$ cat config.mk
export PLATFORM = sky130hd
export DESIGN_NAME = encode_serializer
export DESIGN_NICKNAME = d
export VERILOG_FILES = /design/src/rtl/encode_serializer.sv
export SDC_FILE = /design/constraint.sdc
export NUM_CORES = 1
export LEC_CHECK = 0
export CORE_MARGIN = 3
export CORE_UTILIZATION = 45
export CTS_BUF_LIST = sky130_fd_sc_hd__clkbuf_8
export DETAILED_ROUTE_END_ITERATION = 8
export SLEW_MARGIN = 20
export SYNTH_ARGS = -nofsm -noshare
export SYNTH_HDL_FRONTEND = slang
export SYNTH_SLANG_ARGS = --single-unit
$ cat constraint.sdc
create_clock -name bitclk -period 13.8 [get_ports bitclk]
set_input_delay 2.07 -clock bitclk [delete_from_list [all_inputs] [get_ports bitclk]]
set_output_delay 2.07 -clock bitclk [all_outputs]
set_load 0.01 [all_outputs]
$ cat src/rtl/encode_serializer.sv
// 8b/10b transmit serializer: byte hold register, running-disparity encoder and a
// 10-bit LSB-first shifter, with a K28.1 comma burst for link-up and idle fill.
//   state  | meaning
//   LINKUP | sending the alignment comma burst, no bytes accepted
//   DATA   | sending held bytes, commas when idle
module encode_serializer #(
    parameter logic [7:0] COMMA_CHAR    = 8'h3C,
    parameter int         LINKUP_COMMAS = 16
) (
    input  logic       bitclk,
    input  logic       rst,
    input  logic [7:0] byteIn,
    input  logic       isKIn,
    input  logic       byteValid,
    output logic       byteReady,
    input  logic       resync,
    output logic       sigOut,
    output logic       wordStart,
    output logic       linkUp,
    output logic       kErr
);

    localparam int CW = $clog2(LINKUP_COMMAS + 1);

    typedef enum logic {LINKUP, DATA} state_t;

    state_t        state, state_nx;
    logic [CW-1:0] comma_cnt, comma_cnt_nx;
    logic [9:0]    shreg;
    logic [3:0]    bit_cnt;
    logic          rd;
    logic [7:0]    hold_byte;
    logic          hold_k;
    logic          hold_full;
    logic          kerr_q;

    logic          take_hold, use_hold, load_kerr;
    logic [7:0]    enc_byte;
    logic          enc_k;
    logic [4:0]    enc_x;
    logic [2:0]    enc_y;
    logic [5:0]    c6, s6;
    logic [3:0]    c4, s4;
    logic          rd6, alt7, rd_nx;
    logic [9:0]    sym;
    logic          boundary;

    // 5b/6b codes in abcdei order, RD- column
    function automatic logic [5:0] code6(input logic [4:0] x);
        case (x)
            5'd0:    code6 = 6'b100111;
            5'd1:    code6 = 6'b011101;
            5'd2:    code6 = 6'b101101;
            5'd3:    code6 = 6'b110001;
            5'd4:    code6 = 6'b110101;
            5'd5:    code6 = 6'b101001;
            5'd6:    code6 = 6'b011001;
            5'd7:    code6 = 6'b111000;
            5'd8:    code6 = 6'b111001;
            5'd9:    code6 = 6'b100101;
            5'd10:   code6 = 6'b010101;
            5'd11:   code6 = 6'b110100;
            5'd12:   code6 = 6'b001101;
            5'd13:   code6 = 6'b101100;
            5'd14:   code6 = 6'b011100;
            5'd15:   code6 = 6'b010111;
            5'd16:   code6 = 6'b011011;
            5'd17:   code6 = 6'b100011;
            5'd18:   code6 = 6'b010011;
            5'd19:   code6 = 6'b110010;
            5'd20:   code6 = 6'b001011;
            5'd21:   code6 = 6'b101010;
            5'd22:   code6 = 6'b011010;
            5'd23:   code6 = 6'b111010;
            5'd24:   code6 = 6'b110011;
            5'd25:   code6 = 6'b100110;
            5'd26:   code6 = 6'b010110;
            5'd27:   code6 = 6'b110110;
            5'd28:   code6 = 6'b001110;
            5'd29:   code6 = 6'b101110;
            5'd30:   code6 = 6'b011110;
            default: code6 = 6'b101011;
        endcase
    endfunction

    function automatic logic [3:0] code4_d(input logic [2:0] y, input logic a7);
        case (y)
            3'd0:    code4_d = 4'b1011;
            3'd1:    code4_d = 4'b1001;
            3'd2:    code4_d = 4'b0101;
            3'd3:    code4_d = 4'b1100;
            3'd4:    code4_d = 4'b1101;
            3'd5:    code4_d = 4'b1010;
            3'd6:    code4_d = 4'b0110;
            default: code4_d = a7 ? 4'b0111 : 4'b1110;
        endcase
    endfunction

    function automatic logic [3:0] code4_k(input logic [2:0] y);
        case (y)
            3'd0:    code4_k = 4'b1011;
            3'd1:    code4_k = 4'b0110;
            3'd2:    code4_k = 4'b1010;
            3'd3:    code4_k = 4'b1100;
            3'd4:    code4_k = 4'b1101;
            3'd5:    code4_k = 4'b0101;
            3'd6:    code4_k = 4'b1001;
            default: code4_k = 4'b0111;
        endcase
    endfunction

    function automatic logic k_valid(input logic [7:0] b);
        k_valid = (b[4:0] == 5'd28) ||
                  ((b[7:5] == 3'd7) && (b[4:0] == 5'd23 || b[4:0] == 5'd27 ||
                                        b[4:0] == 5'd29 || b[4:0] == 5'd30));
    endfunction

    assign boundary  = (bit_cnt == 4'd9);
    assign linkUp    = (state == DATA);
    assign byteReady = linkUp & ~hold_full;
    assign sigOut    = shreg[0];
    assign wordStart = (bit_cnt == 4'd0);
    assign kErr      = kerr_q;

    always_comb begin
        state_nx     = state;
        comma_cnt_nx = comma_cnt;
        take_hold    = 1'b0;
        use_hold     = 1'b0;
        load_kerr    = 1'b0;
        case (state)
            LINKUP: begin
                comma_cnt_nx = comma_cnt + CW'(1);
                if (comma_cnt == CW'(LINKUP_COMMAS - 1))
                    state_nx = DATA;
            end
            DATA: begin
                if (resync) begin
                    state_nx     = LINKUP;
                    comma_cnt_nx = '0;
                end else if (hold_full) begin
                    take_hold = 1'b1;
                    if (hold_k && !k_valid(hold_byte))
                        load_kerr = 1'b1;
                    else
                        use_hold = 1'b1;
                end
            end
        endcase
        enc_byte = use_hold ? hold_byte : COMMA_CHAR;
        enc_k    = use_hold ? hold_k : 1'b1;
    end

    // Each sub-block is stored as its RD- form and inverted at RD+ when it carries disparity
    always_comb begin
        enc_x = enc_byte[4:0];
        enc_y = enc_byte[7:5];
        c6 = (enc_k && enc_x == 5'd28) ? 6'b001111 : code6(enc_x);
        s6 = (rd && (($countones(c6) != 3) || (enc_x == 5'd7 && !enc_k))) ? ~c6 : c6;
        if ($countones(s6) > 3)
            rd6 = 1'b1;
        else if ($countones(s6) < 3)
            rd6 = 1'b0;
        else
            rd6 = rd;
        alt7 = (!rd6 && (enc_x == 5'd17 || enc_x == 5'd18 || enc_x == 5'd20)) ||
               ( rd6 && (enc_x == 5'd11 || enc_x == 5'd13 || enc_x == 5'd14));
        c4 = enc_k ? code4_k(enc_y) : code4_d(enc_y, alt7);
        s4 = (rd6 && (enc_k || ($countones(c4) != 2) || enc_y == 3'd3)) ? ~c4 : c4;
        if ($countones(s4) > 2)
            rd_nx = 1'b1;
        else if ($countones(s4) < 2)
            rd_nx = 1'b0;
        else
            rd_nx = rd6;
        sym = {s4[0], s4[1], s4[2], s4[3], s6[0], s6[1], s6[2], s6[3], s6[4], s6[5]};
    end

    always_ff @(posedge bitclk or posedge rst) begin
        if (rst) begin
            state     <= LINKUP;
            comma_cnt <= '0;
        end else if (boundary) begin
            state     <= state_nx;
            comma_cnt <= comma_cnt_nx;
        end
    end

    always_ff @(posedge bitclk or posedge rst) begin
        if (rst) begin
            shreg     <= '0;
            bit_cnt   <= 4'd9;
            rd        <= 1'b0;
            kerr_q    <= 1'b0;
            hold_byte <= '0;
            hold_k    <= 1'b0;
            hold_full <= 1'b0;
        end else begin
            kerr_q <= 1'b0;
            if (boundary) begin
                shreg   <= sym;
                bit_cnt <= 4'd0;
                rd      <= rd_nx;
                kerr_q  <= load_kerr;
            end else begin
                shreg   <= {1'b0, shreg[9:1]};
                bit_cnt <= bit_cnt + 4'd1;
            end
            if (boundary && take_hold) begin
                hold_full <= 1'b0;
            end else if (byteValid && byteReady) begin
                hold_full <= 1'b1;
                hold_byte <= byteIn;
                hold_k    <= isKIn;
            end
        end
    end

endmodule
==> flow_summary.yaml <==
grt:
  grt_overflow: 0
  antenna_found_initial: 0
  grt_first_pass_wirelength_um: 11450
  grtUsageTotal_pct: 19.64
  grt_max_degree: 33
  grt_pass1_vias: 2396
clock_network:
  cts_buffers: 5
  cts_root_buffer: "clkbuf_8"
  h-tree-depth: 2
  worstSkewPairLatency_ns: 0.29
  cts_sinks: 32
  cts_buffer_depth: 2
  cts_hold_buf: 0
  clk_pin_slew_ns: 0.07
  cts_tree: "done"
floorplan:
  rows: 28
  core_area_um2: 5956
  io-pin-count: 18
  fp.dieArea_um2: 7202
  start_util_pct: 47.00
  die_w_um: 84.87
  die_h_um: 84.87
yosys:
  syn_area_per_cell_um2: 8.971
  synth_cell_types: 63
  synth_edf_count: 0
  yosys_register_bits: 32
  synthTopCellsByArea: "dfrtp_1 27%, ha_1 9.4%, mux2_2 5.6%, fa_1 4.3%, inv_1 3.5%"
  syn_nets: 352
  syn_inst: 312
  synthArstFlopShare_pct: 100.0
  ys_warn_count: 0
  synth-main-ff-cell: "dfrtp_1"
  syn_area_um2: 2799
  synth_top_area_share_pct: 26.82
  synth-seq-area-share_pct: 28.70
  yosysTopAreaCell: "dfrtp_1"
power_and_ir_drop:
  powerDensity_nw_per_um2: 217.7
  total_power_mw: 0.6772
  irDropWorstVdd_uv: 164.9
  p_leak_nw: 1.342
routing:
  via_count: 2317
  drtPass1Iterations: 4
  drt_iter0_drc: 200
  wirelength_um: 6406
  drc: 0
  via_per_inst: 5.807
  ant_nets: 0
  wl_per_cell_um: 16.06
setup_path:
  end_kind: "flip-flop"
  max_stage_delay_ns: 0.54
  slowest_stage: "fa_1"
  cp_common_cell: "ha_1"
  critPathRequiredTime_ns: 14.03
  worstSetupPathType: "in2reg"
  cp-start-kind: "primary input"
  cp_max_fo: 11
  cp.arrival_ns: 13.15
sta:
  fin_crit_ns: 12.92
  setup_viol: 0
  drv_slew: 0
  slew_headroom_pct: 51.21
  tightest_slew_ns: 0.7134
  finClkSkew_ns: 0.004060
  grt_setup_unrepaired: "no"
  min_period_over_period_pct: 93.62
  final_hold_viol_count: 0
  setup_tns_ns: 0
  hold_slack_ns: 0.4762
  fmax_mhz: 77.40
finish:
  area_growth_pct: 11.13
  drive_gt1_share_pct: 11.42
  num_antenna_cells: 0
  fill_cells: 586
  nets: 363
place:
  port_buffers: 17
  gp_congestion: 0.9279
  dp_hpwl_um: 4771
outcome:
  outcome: "finished, final reports clean"
worst_hold_path:
  min_path_type: "reg2reg"
flow_run:
  cap_violations: 0
==> power breakdown <==
part / switching [mW] / total, mW / internal [mW]
Combinational: 0.229 / 0.447 / 0.218
Sequential: 0.0383 / 0.153 / 0.115
Clock: 0.0372 / 0.0769 / 0.0398
Total: 0.305 / 0.677 / 0.373
==> kinds of logic after synthesis <==
group | synth area share, %
XOR/XNOR | 3.129
multiplexers | 7.063
adder cells (fa/ha/maj) | 14.39
flip-flops | 28.70
AO/OA/AOI/OAI | 21.59
buffers and inverters | 6.258
AND/OR/NAND/NOR | 18.87
==> stage by stage <==
| stage | instances | util [%] | area, um^2 | worst slack [ns] |
|---|---|---|---|---|
| after floorplan | 312 | - | 2799 | 2.176 |
| after global placement | 391 | 50.63 | 3015 | 0.8881 |
| after detailed placement | 391 | 50.63 | 3015 | 0.6021 |
| after CTS | 399 | 52.21 | 3109 | 0.8512 |
| after global routing | 399 | 52.23 | 3110 | 0.09974 |
| final | 399 | 52.23 | 3110 | 0.8809 |
==> sequential cells by signal, summed over array words and instances (netlist names) <==
signal and flops:
comma_cnt 5, hold_k 1, rd 1, hold_byte 8, kErr 1, hold_full 1, shreg 10, bit_cnt 4
linkUp 1
==> timing repair <==
action,4_1_cts,5_1_grt
endpoints found under the setup margin,0,1
setup buffers,0,0
resized for setup,0,1
==> cell usage in the layout (no fill, tap or decap), types with 3 or more instances in the layout <==
cell type	synthesis	layout
a211oi_1	5	5
a21o_1	4	4
a21oi_1	15	15
a31oi_1	7	7
and2_1	3	3
and3_1	4	4
buf_4	0	4
clkbuf_8	0	6
clkdlybuf4s50_1	0	17
dfrtp_1	30	30
fa_1	6	6
ha_1	21	21
inv_1	26	27
mux2_2	14	14
mux2i_1	4	4
nand2_1	26	26
nand2b_1	8	8
nand3_1	9	9
nor2_1	14	14
nor3_1	8	8
nor3b_1	4	4
nor4_1	3	3
o211ai_1	4	4
o21ai_0	11	11
o31ai_1	6	6
or2_2	3	3
xnor2_1	7	7
xor2_1	3	3
==> area by class of cell <==
class                      count  area, um^2  area share, %
clock buffer                   6       82.58          2.655
inverter                      26       97.59          3.138
multi-input combinational    237        1822          58.57
timing repair buffer          21       200.2          6.436
tap                           75       93.84          3.017
clock inverter                 2       11.26         0.3620
sequential                    32       803.3          25.82
==> per-layer routing <==
layer  wire length, um  up-vias  global-route usage (%)
met5                 0        -                       0
met4                84        0                   7.050
met3               260        8                   2.913
met2              2922       49                   30.68
met1              3140     1106                   27.79
li1                  -     1154                       -
==> Yosys cell counts, types with 3 or more instances <==
master / number
dfrtp_1: 30
inv_1: 26
nand2_1: 26
ha_1: 21
a21oi_1: 15
mux2_2: 14
nor2_1: 14
o21ai_0: 11
clkbuf_1: 9
nand3_1: 9
nand2b_1: 8
nor3_1: 8
a31oi_1: 7
xnor2_1: 7
fa_1: 6
o31ai_1: 6
a211oi_1: 5
a21o_1: 4
and3_1: 4
buf_2: 4
mux2i_1: 4
nor3b_1: 4
o211ai_1: 4
a2111oi_0: 3
and2_1: 3
nor4_1: 3
or2_2: 3
xor2_1: 3
==> critical path: cells and delay by family <==
family / cells / cell delay, ns
xor gates and xnor gates: 2 / 0.28
AOI/OAI and AO/OA: 9 / 2.08
and+or+nand+nor: 11 / 2.82
buffers and inverters: 7 / 1.10
adders and majority gates: 14 / 4.77
==> path summary, 6_finish.rpt <==
path                                end  slack, ns  cells after the start    startpoint
setup reg to reg                     rd       2.25                     43  hold_byte[3]
setup / recovery                     rd       0.88                     43        resync
max in group asynchronous    bit_cnt[3]      11.30                      3           rst
min in group asynchronous  comma_cnt[0]       2.17                      3           rst
hold reg to reg                shreg[8]       0.48                      2      shreg[9]
hold / removal                 shreg[8]       0.48                      2      shreg[9]
No activity file was read; power rests on OpenSTA's default activity.
